==> config.mk <==
export PLATFORM = sky130hd
export DESIGN_NAME = timer_apb_slave
export DESIGN_NICKNAME = d
export VERILOG_FILES = /design/src/rtl/timer_apb_slave.sv
export SDC_FILE = /design/constraint.sdc
export NUM_CORES = 1
export LEC_CHECK = 0
export CAP_MARGIN = 10
export CORE_AREA = 2 2 62 64
export DETAILED_ROUTE_END_ITERATION = 7
export DIE_AREA = 0 0 64 66
export GPL_ROUTABILITY_DRIVEN = 0
export PLACE_DENSITY = 0.89
export SYNTH_ARGS = -nofsm -noshare
export SYNTH_HDL_FRONTEND = slang
export SYNTH_SLANG_ARGS = --single-unit
==> constraint.sdc <==
create_clock -name pclk -period 3.3 [get_ports pclk]
set_clock_uncertainty 0.15 [all_clocks]
set_input_delay 0.66 -clock pclk [delete_from_list [all_inputs] [get_ports pclk]]
set_output_delay 0.66 -clock pclk [all_outputs]
set_load 0.005 [all_outputs]
==> src/rtl/timer_apb_slave.sv <==
// ---------------------------------------------------------------------------
// timer_apb_slave
//   APB register front-end for an 8-bit timer. It holds the reload value (TDR),
//   the control register (TCR) and the sticky status flags (TSR), and it
//   exposes the live count (TCNT) read-only.
//
//   Register map
//     0x00 TDR  R/W   reload value
//     0x01 TCR  R/W   [7] load (one-cycle strobe), [5] down, [4] enable,
//                     [1:0] clock select; bits 6,3,2 read 0
//     0x02 TSR  R/W0C [0] overflow, [1] underflow; bits [7:2] read 0
//     0x03 TCNT RO    live count from the counter core
//   An address above 0x03, or a write to 0x03, completes with pslverr=1.
//
//   Build option
//     TIMER_APB_WAIT_STATE_EN  inserts one wait state (SETUP->WAIT->ACCESS).
//
//   Ports
//     pclk, presetn              clock, asynchronous active-low reset
//     psel, penable, pwrite,
//     paddr[7:0], pwdata[7:0]    APB requester inputs
//     prdata[7:0], pready,
//     pslverr                    APB completer outputs
//     tdr[7:0], tcr[7:0],
//     tsr[1:0]                   register contents to the counter core
//     ovf_set, udf_set           one-cycle status set pulses from the core
//     tcnt[7:0]                  live count from the core
//     irq                        interrupt, high while any status flag is set
// ---------------------------------------------------------------------------
module timer_apb_slave (
  input  logic       pclk,
  input  logic       presetn,
  input  logic       psel,
  input  logic       penable,
  input  logic       pwrite,
  input  logic [7:0] paddr,
  input  logic [7:0] pwdata,
  output logic [7:0] prdata,
  output logic       pready,
  output logic       pslverr,
  output logic [7:0] tdr,
  output logic [7:0] tcr,
  output logic [1:0] tsr,
  input  logic       ovf_set,
  input  logic       udf_set,
  input  logic [7:0] tcnt,
  output logic       irq
);

  typedef enum logic [1:0] {
    ST_IDLE   = 2'd0,
    ST_SETUP  = 2'd1,
    ST_WAIT   = 2'd2,
    ST_ACCESS = 2'd3
  } state_e;

  localparam logic [7:0] ADDR_TDR  = 8'h00;
  localparam logic [7:0] ADDR_TCR  = 8'h01;
  localparam logic [7:0] ADDR_TSR  = 8'h02;
  localparam logic [7:0] ADDR_TCNT = 8'h03;
  localparam logic [7:0] TCR_WMASK = 8'hB3;
  localparam logic [7:0] TCR_LOAD  = 8'h80;

  state_e     state_q, state_d;
  logic [7:0] addr_q, addr_d;
  logic       wr_q, wr_d;
  logic [7:0] wdata_q, wdata_d;
  logic [7:0] tdr_q, tdr_d;
  logic [7:0] tcr_q, tcr_d;
  logic [1:0] tsr_q, tsr_d;
  logic       capture_s;
  logic       wr_en_s;

  // An access is rejected when it targets an unmapped address or writes TCNT.
  function automatic logic access_err(input logic [7:0] addr, input logic wr);
    return (addr > ADDR_TCNT) || (wr && (addr == ADDR_TCNT));
  endfunction

  // State, captured request and register flops.
  always_ff @(posedge pclk or negedge presetn) begin
    if (!presetn) begin
      state_q <= ST_IDLE;
      addr_q  <= 8'h00;
      wr_q    <= 1'b0;
      wdata_q <= 8'h00;
      tdr_q   <= 8'h00;
      tcr_q   <= 8'h00;
      tsr_q   <= 2'b00;
    end else begin
      state_q <= state_d;
      addr_q  <= addr_d;
      wr_q    <= wr_d;
      wdata_q <= wdata_d;
      tdr_q   <= tdr_d;
      tcr_q   <= tcr_d;
      tsr_q   <= tsr_d;
    end
  end

  // Next-state logic and request capture. The request is latched when the
  // setup phase is seen, because a back-to-back requester already presents
  // the next address during the completing cycle.
  always_comb begin
    state_d   = state_q;
    capture_s = 1'b0;
    case (state_q)
      ST_IDLE: begin
        if (psel && !penable) begin
          state_d   = ST_SETUP;
          capture_s = 1'b1;
        end else begin
          state_d = ST_IDLE;
        end
      end
      ST_SETUP: begin
        if (!psel) begin
          state_d = ST_IDLE;
        end else begin
`ifdef TIMER_APB_WAIT_STATE_EN
          state_d = ST_WAIT;
`else
          state_d = ST_ACCESS;
`endif
        end
      end
      ST_WAIT: begin
        if (!psel) begin
          state_d = ST_IDLE;
        end else begin
          state_d = ST_ACCESS;
        end
      end
      ST_ACCESS: begin
        if (psel && !penable) begin
          state_d   = ST_SETUP;
          capture_s = 1'b1;
        end else begin
          state_d = ST_IDLE;
        end
      end
      default: begin
        state_d = ST_IDLE;
      end
    endcase
    if (capture_s) begin
      addr_d  = paddr;
      wr_d    = pwrite;
      wdata_d = pwdata;
    end else begin
      addr_d  = addr_q;
      wr_d    = wr_q;
      wdata_d = wdata_q;
    end
  end

  // Completion outputs: response, read mux and write strobe.
  always_comb begin
    pready  = 1'b0;
    pslverr = 1'b0;
    prdata  = 8'h00;
    wr_en_s = 1'b0;
    if (state_q == ST_ACCESS) begin
      pready = 1'b1;
      if (access_err(addr_q, wr_q)) begin
        pslverr = 1'b1;
      end else if (wr_q) begin
        wr_en_s = 1'b1;
      end else begin
        case (addr_q)
          ADDR_TDR:  prdata = tdr_q;
          ADDR_TCR:  prdata = tcr_q;
          ADDR_TSR:  prdata = {6'b000000, tsr_q};
          ADDR_TCNT: prdata = tcnt;
          default:   prdata = 8'h00;
        endcase
      end
    end else begin
      pready = 1'b0;
    end
  end

  // Register update. The load bit is a strobe that drops one cycle after it
  // was written; hardware status sets override a same-cycle software clear.
  always_comb begin
    tdr_d = tdr_q;
    tcr_d = tcr_q & ~TCR_LOAD;
    tsr_d = tsr_q;
    if (wr_en_s) begin
      case (addr_q)
        ADDR_TDR: tdr_d = wdata_q;
        ADDR_TCR: tcr_d = wdata_q & TCR_WMASK;
        ADDR_TSR: tsr_d = tsr_q & wdata_q[1:0];
        default:  tdr_d = tdr_q;
      endcase
    end else begin
      tdr_d = tdr_q;
    end
    tsr_d = tsr_d | {udf_set, ovf_set};
  end

  assign tdr = tdr_q;
  assign tcr = tcr_q;
  assign tsr = tsr_q;
  assign irq = |tsr_q;

endmodule

==> out/qor.txt, run 1 <==
Status: finished clean
Max VDD drop: 0.3304 mV
CP required: 2.49 ns
Diode count: 0
CP delay by family, top: buffers and inverters
TritonCTS clock tree: built
Final net count: 214
Crit. End Element: output pin
Fin Setup TNS: 0 ns
Worst path max stage delay: 0.52 ns
DRT iter0 DRCs: 28
Die Height: 66 µm
DRT Pass-1 Iters: 4
Hold WC Path Type: reg -> reg
Slew @ Worst Pin: 0.5979 ns
DR DRC count: 0
Post-CTS Resized: 0
Cell Area, Synth: 1589 µm²
CP startpoint kind: flop
Largest fanout on the critical path: 4
Sequential area share after synthesis: 0.5354
Port bufs: 56
Number of synthesized register bits: 34
Die Area: 4224 µm²
Clock latency on the worst-skew pair: 0.33 ns
Routed wire length: 3550 µm
Post-synthesis cell count: 120
Ys Warns: 0
Share of layout cells above drive strength 1: 0.2678
Finished Core Util: 0.6381
Final hold vios: 0
Leakage: 0.9242 nW
Critical path cell sequence: nor4_1 -> nand4b_1 -> buf_4 -> a21oi_1 -> clkdlybuf4s50_1
CP max-delay cell: clkdlybuf4s50_1
Clk buf depth: 2
Post-place setup slack: 0.3354 ns
Clock sinks: 34
Chip width: 64 µm
Post-DP HPWL: 2640 µm
Pin count of the biggest net entering global routing: 35
CTS buffer count: 5
Core Area: 3551 µm²
CP arrival: 2.30 ns
Crit path kind: reg -> out
Routed vias: 1,193
Area delta synth->final: 42.60%
Synth unique cells: 28
Gr usage total: 0.1823
Tmin final: 3.105 ns
Initial antenna violation count: 0
CTS H-tree depth: 2
Wire length of the first global-routing pass: 5775 µm
Row cnt: 22
Drt via density: 5.165
Final ANT Viol Nets: 0
Period utilisation layout: 0.9410
Gr ovfl total: 0
Pwr/cell area: 487.6 nW/µm²
Initial Util: 0.4475
Max Fclk: 322.0 MHz
CTS clock-pin slew for the worst setup and hold paths: 0.10 ns
Max-cap violation count: 0
Vias in the first global route: 1,227
IO Count: 60
Final WS setup: 0.1947 ns
RSZ-0062 raised after global routing: no
Wire length per cell: 15.37 µm
Slew HR: 0.5984
Root Buffer: clkbuf_4
Total power: 1.105 mW
Slew Viols, Final: 0
CP bufs+invs: 2
Syn Area/Cell: 13.24 µm²
Final setup viols: 0
through the flow:
step	instance area (µm²)	hold slack, ns	cells
2_1_floorplan	1597	0.2144	122
3_3_place_gp	2191	0.3363	221
3_5_place_dp	2191	0.3433	221
4_1_cts	2266	0.3663	231
5_1_grt	2266	0.3969	231
6_report	2266	0.3641	231
cell type report:
| cell class | instances | area, µm² |
|---|---|---|
| multi-input cells | 79 | 696.9 |
| repair buffers | 60 | 590.6 |
| flip-flops and latches | 34 | 850.8 |
| well taps | 48 | 60.06 |
| fillers | 269 | 1285 |
| inverters | 2 | 7.507 |
| clock inverters | 1 | 5.005 |
| clock buffers | 7 | 55.05 |
cell usage in the layout, fill, tap and decap left out:
cell | synthesis | final
clkinv_2 | 0 | 1
clkbuf_8 | 0 | 1
nand2b_1 | 4 | 4
dfrtp_1 | 34 | 34
nand3_1 | 4 | 4
nand4bb_1 | 1 | 1
a21boi_0 | 1 | 1
nand4_1 | 1 | 1
nor4_4 | 1 | 1
a22oi_1 | 3 | 3
nor2_1 | 5 | 5
nor4_1 | 1 | 1
inv_1 | 2 | 2
nand2_1 | 4 | 4
nor2b_1 | 3 | 3
or2_2 | 1 | 1
conb_1 | 1 | 3
o41ai_1 | 2 | 2
ha_1 | 1 | 1
mux2_2 | 32 | 32
nor3b_2 | 1 | 1
clkdlybuf4s50_1 | 0 | 56
nand4b_1 | 1 | 1
and2_1 | 2 | 2
mux4_2 | 2 | 2
a31oi_1 | 1 | 1
clkbuf_4 | 0 | 5
or4_4 | 1 | 1
nor3_1 | 1 | 1
a21oi_1 | 3 | 3
clkbuf_1 | 3 | 1
buf_4 | 4 | 4
flip-flops by register name (all words and copies together) (netlist names):
register / cells
wr_q: 1
tdr: 8
addr_q: 8
wdata_q: 8
tcr: 5
state_q: 2
tsr: 2
path summary, 6_finish.rpt:
check	depth (start not counted)	endpoint	slack (ns)	start
worst min register to register	1	wdata_q[6]	0.36	wdata_q[6]
worst max register to register	3	tdr[6]	1.09	addr_q[3]
max in group asynchronous	2	tcr[5]	2.10	presetn
min in group asynchronous	2	wdata_q[2]	0.59	presetn
worst max-delay path	5	prdata[6]	0.19	addr_q[3]
worst min-delay path	1	wdata_q[6]	0.36	wdata_q[6]
where the power goes:
part | switching (mW) | internal, mW | total (mW)
Combinational | 0.0903 | 0.171 | 0.261
Sequential | 0.106 | 0.501 | 0.608
Clock | 0.133 | 0.103 | 0.236
cell usage after synthesis:
cell type | n | area, µm²
mux4_2 | 2 | 45.04
a31oi_1 | 1 | 6.260
or4_4 | 1 | 11.26
nand2b_1 | 4 | 25.02
nand3_1 | 4 | 20.02
o41ai_1 | 2 | 17.52
nand4b_1 | 1 | 8.760
nor4_1 | 1 | 6.260
nor2b_1 | 3 | 18.77
inv_1 | 2 | 7.510
nor3_1 | 1 | 5.000
mux2_2 | 32 | 360.4
conb_1 | 1 | 3.750
nand4bb_1 | 1 | 11.26
buf_4 | 4 | 30.03
nand2_1 | 4 | 15.01
nor4_4 | 1 | 21.27
ha_1 | 1 | 12.51
a21boi_0 | 1 | 7.510
a21oi_1 | 3 | 15.01
nand4_1 | 1 | 6.260
or2_2 | 1 | 6.260
nor2_1 | 5 | 18.77
and2_1 | 2 | 12.51
clkbuf_1 | 3 | 11.26
a22oi_1 | 3 | 22.52
dfrtp_1 | 34 | 850.8
nor3b_2 | 1 | 12.51
kinds of logic after synthesis:
kind of cell | synth area share
adder cells (fa/ha/maj) | 0.007873
AND/OR/NAND/NOR | 0.1252
buffers and inverters | 0.03071
multiplexers | 0.2551
flip-flops | 0.5354
AO/OA/AOI/OAI | 0.04331
other | 0.002360
metal layers:
layer | GRT usage | up-vias | wire, µm
met3 | 0.04770 | 5 | 276
met1 | 0.2225 | 573 | 1494
met2 | 0.3112 | 65 | 1737
met4 | 0.06522 | 0 | 42
li1 | - | 550 | -
met5 | 0 | - | 0
repair_timing:
item,CTS,global route
buffers inserted,2,0
hold buffers,0,0
setup endpoints to repair,3,0
Power figures use the tool's default switching activity.
==> run 2: changes to the inputs <==
--- a/config.mk
+++ b/config.mk
@@ -5,10 +5,11 @@
 export SDC_FILE = /design/constraint.sdc
 export NUM_CORES = 1
 export LEC_CHECK = 0
+export ABC_AREA = 1
 export CAP_MARGIN = 10
-export CORE_AREA = 2 2 62 64
+export CORE_AREA = 2 2 64 66
 export DETAILED_ROUTE_END_ITERATION = 7
-export DIE_AREA = 0 0 64 66
+export DIE_AREA = 0 0 66 68
 export GPL_ROUTABILITY_DRIVEN = 0
 export PLACE_DENSITY = 0.89
 export SYNTH_ARGS = -nofsm -noshare
==> run 2 against run 1 <==
Against the previous run:
- clock power increased by 33%
- critical path depth increased by 3
- global-route usage increased by 0.70 points
- register-to-register slack improved by 0.21 ns
- sequential cell count unchanged
- final area increased by 5.9%
- largest power group unchanged
- non-clock buffer count decreased by 3
- combinational power increased by 36%
- synthesized cell count increased by 66%
- synthesized area increased by 8.9%
- via count increased by 25%
==> out/qor.txt, run 2 <==
Largest fanout on the critical path: 17 (+13)
DRT Pass-1 Iters: 4 (unchanged)
Register area: 850.8 µm² (unchanged)
CP delay by family, top: simple AND/OR/NAND/NOR gates
Post-CTS Setup Bufs: 0 (-2)
EDFF count, synth: 0 (unchanged)
DR DRC count: 0 (unchanged)
Fillcell total: 320 (+19%)
FFs w/ async S/R, synth: 1.000 (unchanged)
Slew @ Worst Pin: 0.8257 ns (+0.2278 ns)
Pin count of the biggest net entering global routing: 35 (unchanged)
Gr ovfl total: 0 (unchanged)
Root Buffer: clkbuf_8
DRT iter0 DRCs: 54 (+93%)
Clk buf depth: 2 (unchanged)
Period utilisation layout: 0.8998 (-0.04122)
Sequential area share after synthesis: 0.4917 (-0.04375)
Finished Core Util: 0.6220 (-0.01613)
TritonCTS clock tree: built
Routed wire length: 3870 µm (+9.0%)
Final setup viols: 0 (unchanged)
Max VDD drop: 0.4111 mV (+24%)
Slew Viols, Final: 0 (unchanged)
Status: finished clean
Routed vias: 1,494 (+25%)
Worst path max stage delay: 0.51 ns (about the same)
Chip width: 66 µm (+3.1%)
RSZ-0062 raised after global routing: no
Syn Area/Cell: 8.696 µm² (-34%)
Share of layout cells above drive strength 1: 0.1395 (-0.1282)
Ys Warns: 0 (unchanged)
CP startpoint kind: flop
Die Height: 68 µm (+3.0%)
Cell Area, Synth: 1730 µm² (+8.9%)
Initial antenna violation count: 0 (unchanged)
CP required: 2.49 ns (about the same)
Drt via density: 4.851 (-6.1%)
Diode count: 0 (unchanged)
CP max-delay cell: clkdlybuf4s50_1
Initial Util: 0.4487 (+0.001237)
Cell taking the most area after synthesis: dfrtp_1
Final hold vios: 0 (unchanged)
Post-CTS Resized: 0 (unchanged)
Row cnt: 23 (+4.5%)
Vias in the first global route: 1,392 (+13%)
Most frequent cells in the layout: 56 x nand2_1, 56 x clkdlybuf4s50_1, 34 x dfrtp_1
Area of the multi-input gates: 765.7 µm² (+9.9%)
Synth top area share: 0.4917 (-0.04375)
Leakage: 1.126 nW (+22%)
Wire length per cell: 12.56 µm (-18%)
Critical path cell sequence: nor2_4 -> nand2_2 -> nor2_4 -> nand2_1 -> nand2_1 -> nor2_1 -> nor2_1 -> clkdlybuf4s50_1
Die Area: 4488 µm² (+6.3%)
Total power: 1.301 mW (+18%)
Pwr/cell area: 542.6 nW/µm² (+11%)
Final net count: 289 (+35%)
Crit. End Element: output pin
Clock sinks: 34 (unchanged)
Port bufs: 56 (unchanged)
R2R Setup Slk: 1.30 ns (+0.21 ns)
IO Count: 60 (unchanged)
Number of synthesized register bits: 34 (unchanged)
Top-count cell post-synth: nand2_1
Clock latency on the worst-skew pair: 0.29 ns (-0.04 ns)
Post-DP HPWL: 2893 µm (+9.6%)
Post-synth top cells: 56 x nand2_1, 34 x dfrtp_1, 28 x nand3_1
CTS buffer count: 5 (unchanged)
Final ANT Viol Nets: 0 (unchanged)
Synth unique cells: 22 (-21%)
Hold WC Path Type: reg -> reg
Tmin final: 2.969 ns (-0.1360 ns)
Fin Setup TNS: 0 ns (unchanged)
Crit path kind: reg -> out
Slew HR: 0.4482 (-0.1502)
Max-cap violation count: 0 (unchanged)
Wire length of the first global-routing pass: 6313 µm (+9.3%)
Area delta synth->final: 38.61%
Max Fclk: 336.8 MHz (+4.6%)
CTS H-tree depth: 2 (unchanged)
Synth area leaders: dfrtp_1 49%, nand2_1 12%, nand3_1 8.1%
Gr usage total: 0.1893 (+0.007019)
CTS Hold Bufs: 0 (unchanged)
Post-synthesis cell count: 199 (+66%)
Dominant synthesized flop cell: dfrtp_1
CP bufs+invs: 1 (-1)
Core Area: 3856 µm² (+8.6%)
CP arrival: 2.16 ns (-0.14 ns)
CTS clock-pin slew for the worst setup and hold paths: 0.07 ns (-0.03 ns)
==> run 2: cell type report <==
cell class	count	share of cell area
inverters	16	0.02504
multi-input cells	143	0.3192
flip-flops and latches	34	0.3547
well taps	50	0.02608
repair buffers	57	0.2368
clock buffers	7	0.03599
clock inverters	1	0.002087
==> run 2: final timing paths <==
check	startpoint	end	depth (start not counted)
max	addr_q[5]	prdata[0]	8
min	wdata_q[2]	tdr[2]	2
max reg2reg	state_q[0]	wdata_q[4]	4
min reg2reg	wdata_q[2]	tdr[2]	2
max in group asynchronous	presetn	tdr[1]	2
min in group asynchronous	presetn	addr_q[1]	2
==> run 2: cells by family after synthesis <==
group	Yosys count	share of synthesized area
AO/OA/AOI/OAI	9	0.03037
other	1	0.002167
multiplexers	12	0.07809
AND/OR/NAND/NOR	118	0.3203
adder cells (fa/ha/maj)	1	0.007230
buffers and inverters	24	0.07013
flip-flops	34	0.4917
==> run 2: report_power, final <==
group / switching [mW] / leakage (nW) / internal (mW) / total (mW)
clock: 0.146 / 0.0482 / 0.168 / 0.314
sequential: 0.0984 / 0.420 / 0.533 / 0.631
combinational: 0.184 / 0.658 / 0.171 / 0.356
total: 0.429 / 1.13 / 0.872 / 1.30
==> run 2: through the flow <==
step	hold WS, ns	instance area [µm²]	instances	worst slack, ns
finish	0.3524	2399	308	0.3307
global route	0.3809	2399	308	0.1756
CTS	0.3570	2399	308	0.3223
detailed placement	0.3412	2307	300	0.5765
global placement	0.3271	2307	300	0.5926
floorplan	0.2144	1738	201	1.361
==> run 2: per-layer routing <==
| layer | vias to the layer above | GRT usage | wire, µm | part of all wire |
|---|---|---|---|---|
| met1 | 690 | 0.2331 | 1685 | 0.44 |
| met4 | 0 | 0.06888 | 59 | 0.015 |
| li1 | 749 | - | - | - |
| met5 | - | 0 | 0 | 0 |
| met2 | 48 | 0.3194 | 1872 | 0.48 |
| met3 | 7 | 0.05428 | 253 | 0.065 |
==> run 2: worst reg2reg max path: stages, from the launching register on <==
cell	delay, ns
dfrtp_1	0.37
ha_1	0.30
inv_1	0.04
nand2_1	0.60
mux2_2	0.43
==> run 3: changes to the inputs <==
--- a/config.mk
+++ b/config.mk
@@ -12,6 +12,7 @@
 export DIE_AREA = 0 0 66 68
 export GPL_ROUTABILITY_DRIVEN = 0
 export PLACE_DENSITY = 0.89
+export REMOVE_ABC_BUFFERS = 1
 export SYNTH_ARGS = -nofsm -noshare
 export SYNTH_HDL_FRONTEND = slang
 export SYNTH_SLANG_ARGS = --single-unit
==> run 3 against run 2 <==
Against the previous run:
- via count grew 0.27%
- clock-buffer cell count shrank 2
- final area increased by 0.94%
- critical endpoint is now prdata[1]
- sequential power grew 1%
- core utilization grew 0.58 points
- critical path type unchanged
==> out/qor.txt, run 3 (synthesis gave the netlist of run 2 again) <==
Status: finished clean
P_sw: 0.4391 mW (+2.3%)
Chip width: 66 µm (unchanged)
DR DRC count: 0 (unchanged)
R2R Setup Slk: 1.32 ns (+0.02 ns)
Vias in the first global route: 1,424 (+2.3%)
Die Area: 4488 µm² (unchanged)
Initial Util: 0.4487 (unchanged)
Fin Setup TNS: 0 ns (unchanged)
CP startpoint kind: flop
Crit. End Element: output pin
Slew Viols, Final: 0 (unchanged)
Hold WC Path Type: reg -> reg
Critical path cell sequence: nor2_1 -> nand2_1 -> nor2_4 -> nand2_1 -> nand2_1 -> nor2_1 -> nor2_1 -> clkdlybuf4s50_1
Clock sinks: 34 (unchanged)
Die Height: 68 µm (unchanged)
Slew @ Worst Pin: 0.8304 ns (+0.004664 ns)
Area delta synth->final: 39.91%
Max VDD drop: 0.4617 mV (+12%)
RSZ-0062 raised after global routing: no
Max-cap violation count: 0 (unchanged)
Pwr/cell area: 564.5 nW/µm² (+4.0%)
DRT Pass-1 Iters: 4 (unchanged)
Final hold vios: 0 (unchanged)
Initial antenna violation count: 0 (unchanged)
Core Area: 3856 µm² (unchanged)
Worst path max stage delay: 0.52 ns (about the same)
CP max-delay cell: clkdlybuf4s50_1
CP delay by family, top: simple AND/OR/NAND/NOR gates
Total power: 1.367 mW (+5.0%)
CTS H-tree depth: 2 (unchanged)
Clock power share: 0.279 (+0.037)
Post-DP HPWL: 2879 µm (-0.47%)
Largest fanout on the critical path: 17 (unchanged)
Post-CTS Resized: 0 (unchanged)
TritonCTS clock tree: built
Final WS setup: 0.3346 ns (+0.003887 ns)
Routed wire length: 3872 µm (about the same)
Final net count: 289 (unchanged)
Post-place setup slack: 0.5479 ns (-0.02853 ns)
Post-CTS Setup Bufs: 0 (unchanged)
Diode count: 0 (unchanged)
CTS clock-pin slew for the worst setup and hold paths: 0.07 ns (about the same)
Final ANT Viol Nets: 0 (unchanged)
Crit path kind: reg -> out
Sw frac: 0.3213 (-0.008429)
Fillcell total: 329 (+2.8%)
Placed instance area: 2307 µm² (unchanged)
Fin area: 2421 µm² (+0.94%)
Row cnt: 23 (unchanged)
Drt via density: 4.864 (+0.27%)
Slew HR: 0.4451 (-0.003117)
Root Buffer: clkbuf_8
Wire length per cell: 12.57 µm (about the same)
Routed vias: 1,498 (+0.27%)
Most frequent cells in the layout: 56 x nand2_1, 56 x clkdlybuf4s50_1, 34 x dfrtp_1
Comb power frac: 0.254 (-0.019)
DRT iter0 DRCs: 147 (+170%)
Clock latency on the worst-skew pair: 0.29 ns (about the same)
Gr ovfl total: 0 (unchanged)
Period utilisation layout: 0.8986 (-0.001178)
Port bufs: 56 (unchanged)
IO Count: 60 (unchanged)
Clk buf depth: 2 (unchanged)
Max Fclk: 337.2 MHz (+0.13%)
Pin count of the biggest net entering global routing: 35 (unchanged)
CP required: 2.49 ns (about the same)
Tmin final: 2.965 ns (-0.003887 ns)
Flop pwr share: 0.468 (-0.017)
Wire length of the first global-routing pass: 6285 µm (-0.44%)
CTS buffer count: 5 (unchanged)
Share of layout cells above drive strength 1: 0.1434 (+0.003876)
CP bufs+invs: 1 (unchanged)
Final setup viols: 0 (unchanged)
CP arrival: 2.16 ns (about the same)
Leakage: 1.128 nW (+0.19%)
CTS Hold Bufs: 0 (unchanged)
Gr usage total: 0.1853 (-0.004012)
Int Pwr: 0.9276 mW (+6.3%)
run 3: cell types whose count changed in the layout (fill, tap and decap cells not counted), sizes merged:
cell and delta:
clkinvlp +2, bufinv +1, clkinv -1, clkbuf -2
run 3: layer usage:
metal  vias to the layer above  track usage  wire length (µm)
li1                        745            -                 -
met1                       691       0.2345              1558
met2                        58       0.3068              1995
met3                         4      0.04441               277
met4                         0      0.07653                41
met5                         -            0                 0
run 3: worst paths after layout:
kind                            start        end  depth (start not counted)
max                         addr_q[1]  prdata[1]                          8
min                        wdata_q[3]     tdr[3]                          2
max reg2reg                state_q[1]  addr_q[7]                          4
min reg2reg                wdata_q[3]     tdr[3]                          2
max in group asynchronous     presetn       wr_q                          2
min in group asynchronous     presetn     tdr[2]                          2
run 3: cell type report:
type	count	area [µm²]	area share
timing repair buffer	57	568.0	0.2346
multi-input combinational	143	765.7	0.3163
sequential	34	850.8	0.3514
clock buffer	5	68.82	0.02842
clock inverter	3	45.04	0.01860
tap	50	62.56	0.02584
inverter	16	60.06	0.02481
run 3: tightest hold or removal path, delay by kind of cell, from the launching register on:
family           cells  cell delay (ns)
flip-flops           1             0.34
AND/OR/NAND/NOR      2             0.13
run 3: stage by stage:
stage	hold slack, ns	utilization	instances
after detailed placement	0.3342	0.5983	300
after global routing	0.3695	0.6278	308
final	0.3511	0.6278	308
after global placement	0.3290	0.5983	300
after floorplan	0.2144	-	193
after CTS	0.3526	0.6278	308
run 3: power groups by stage:
stage	combinational [mW]	clock, mW	sequential (mW)
6_report	0.346	0.381	0.639
5_1_grt	0.392	0.406	0.653
4_1_cts	0.350	0.389	0.638
3_5_place_dp	0.348	0	0.647
3_3_place_gp	0.339	0	0.638
2_1_floorplan	0.251	0	0.618
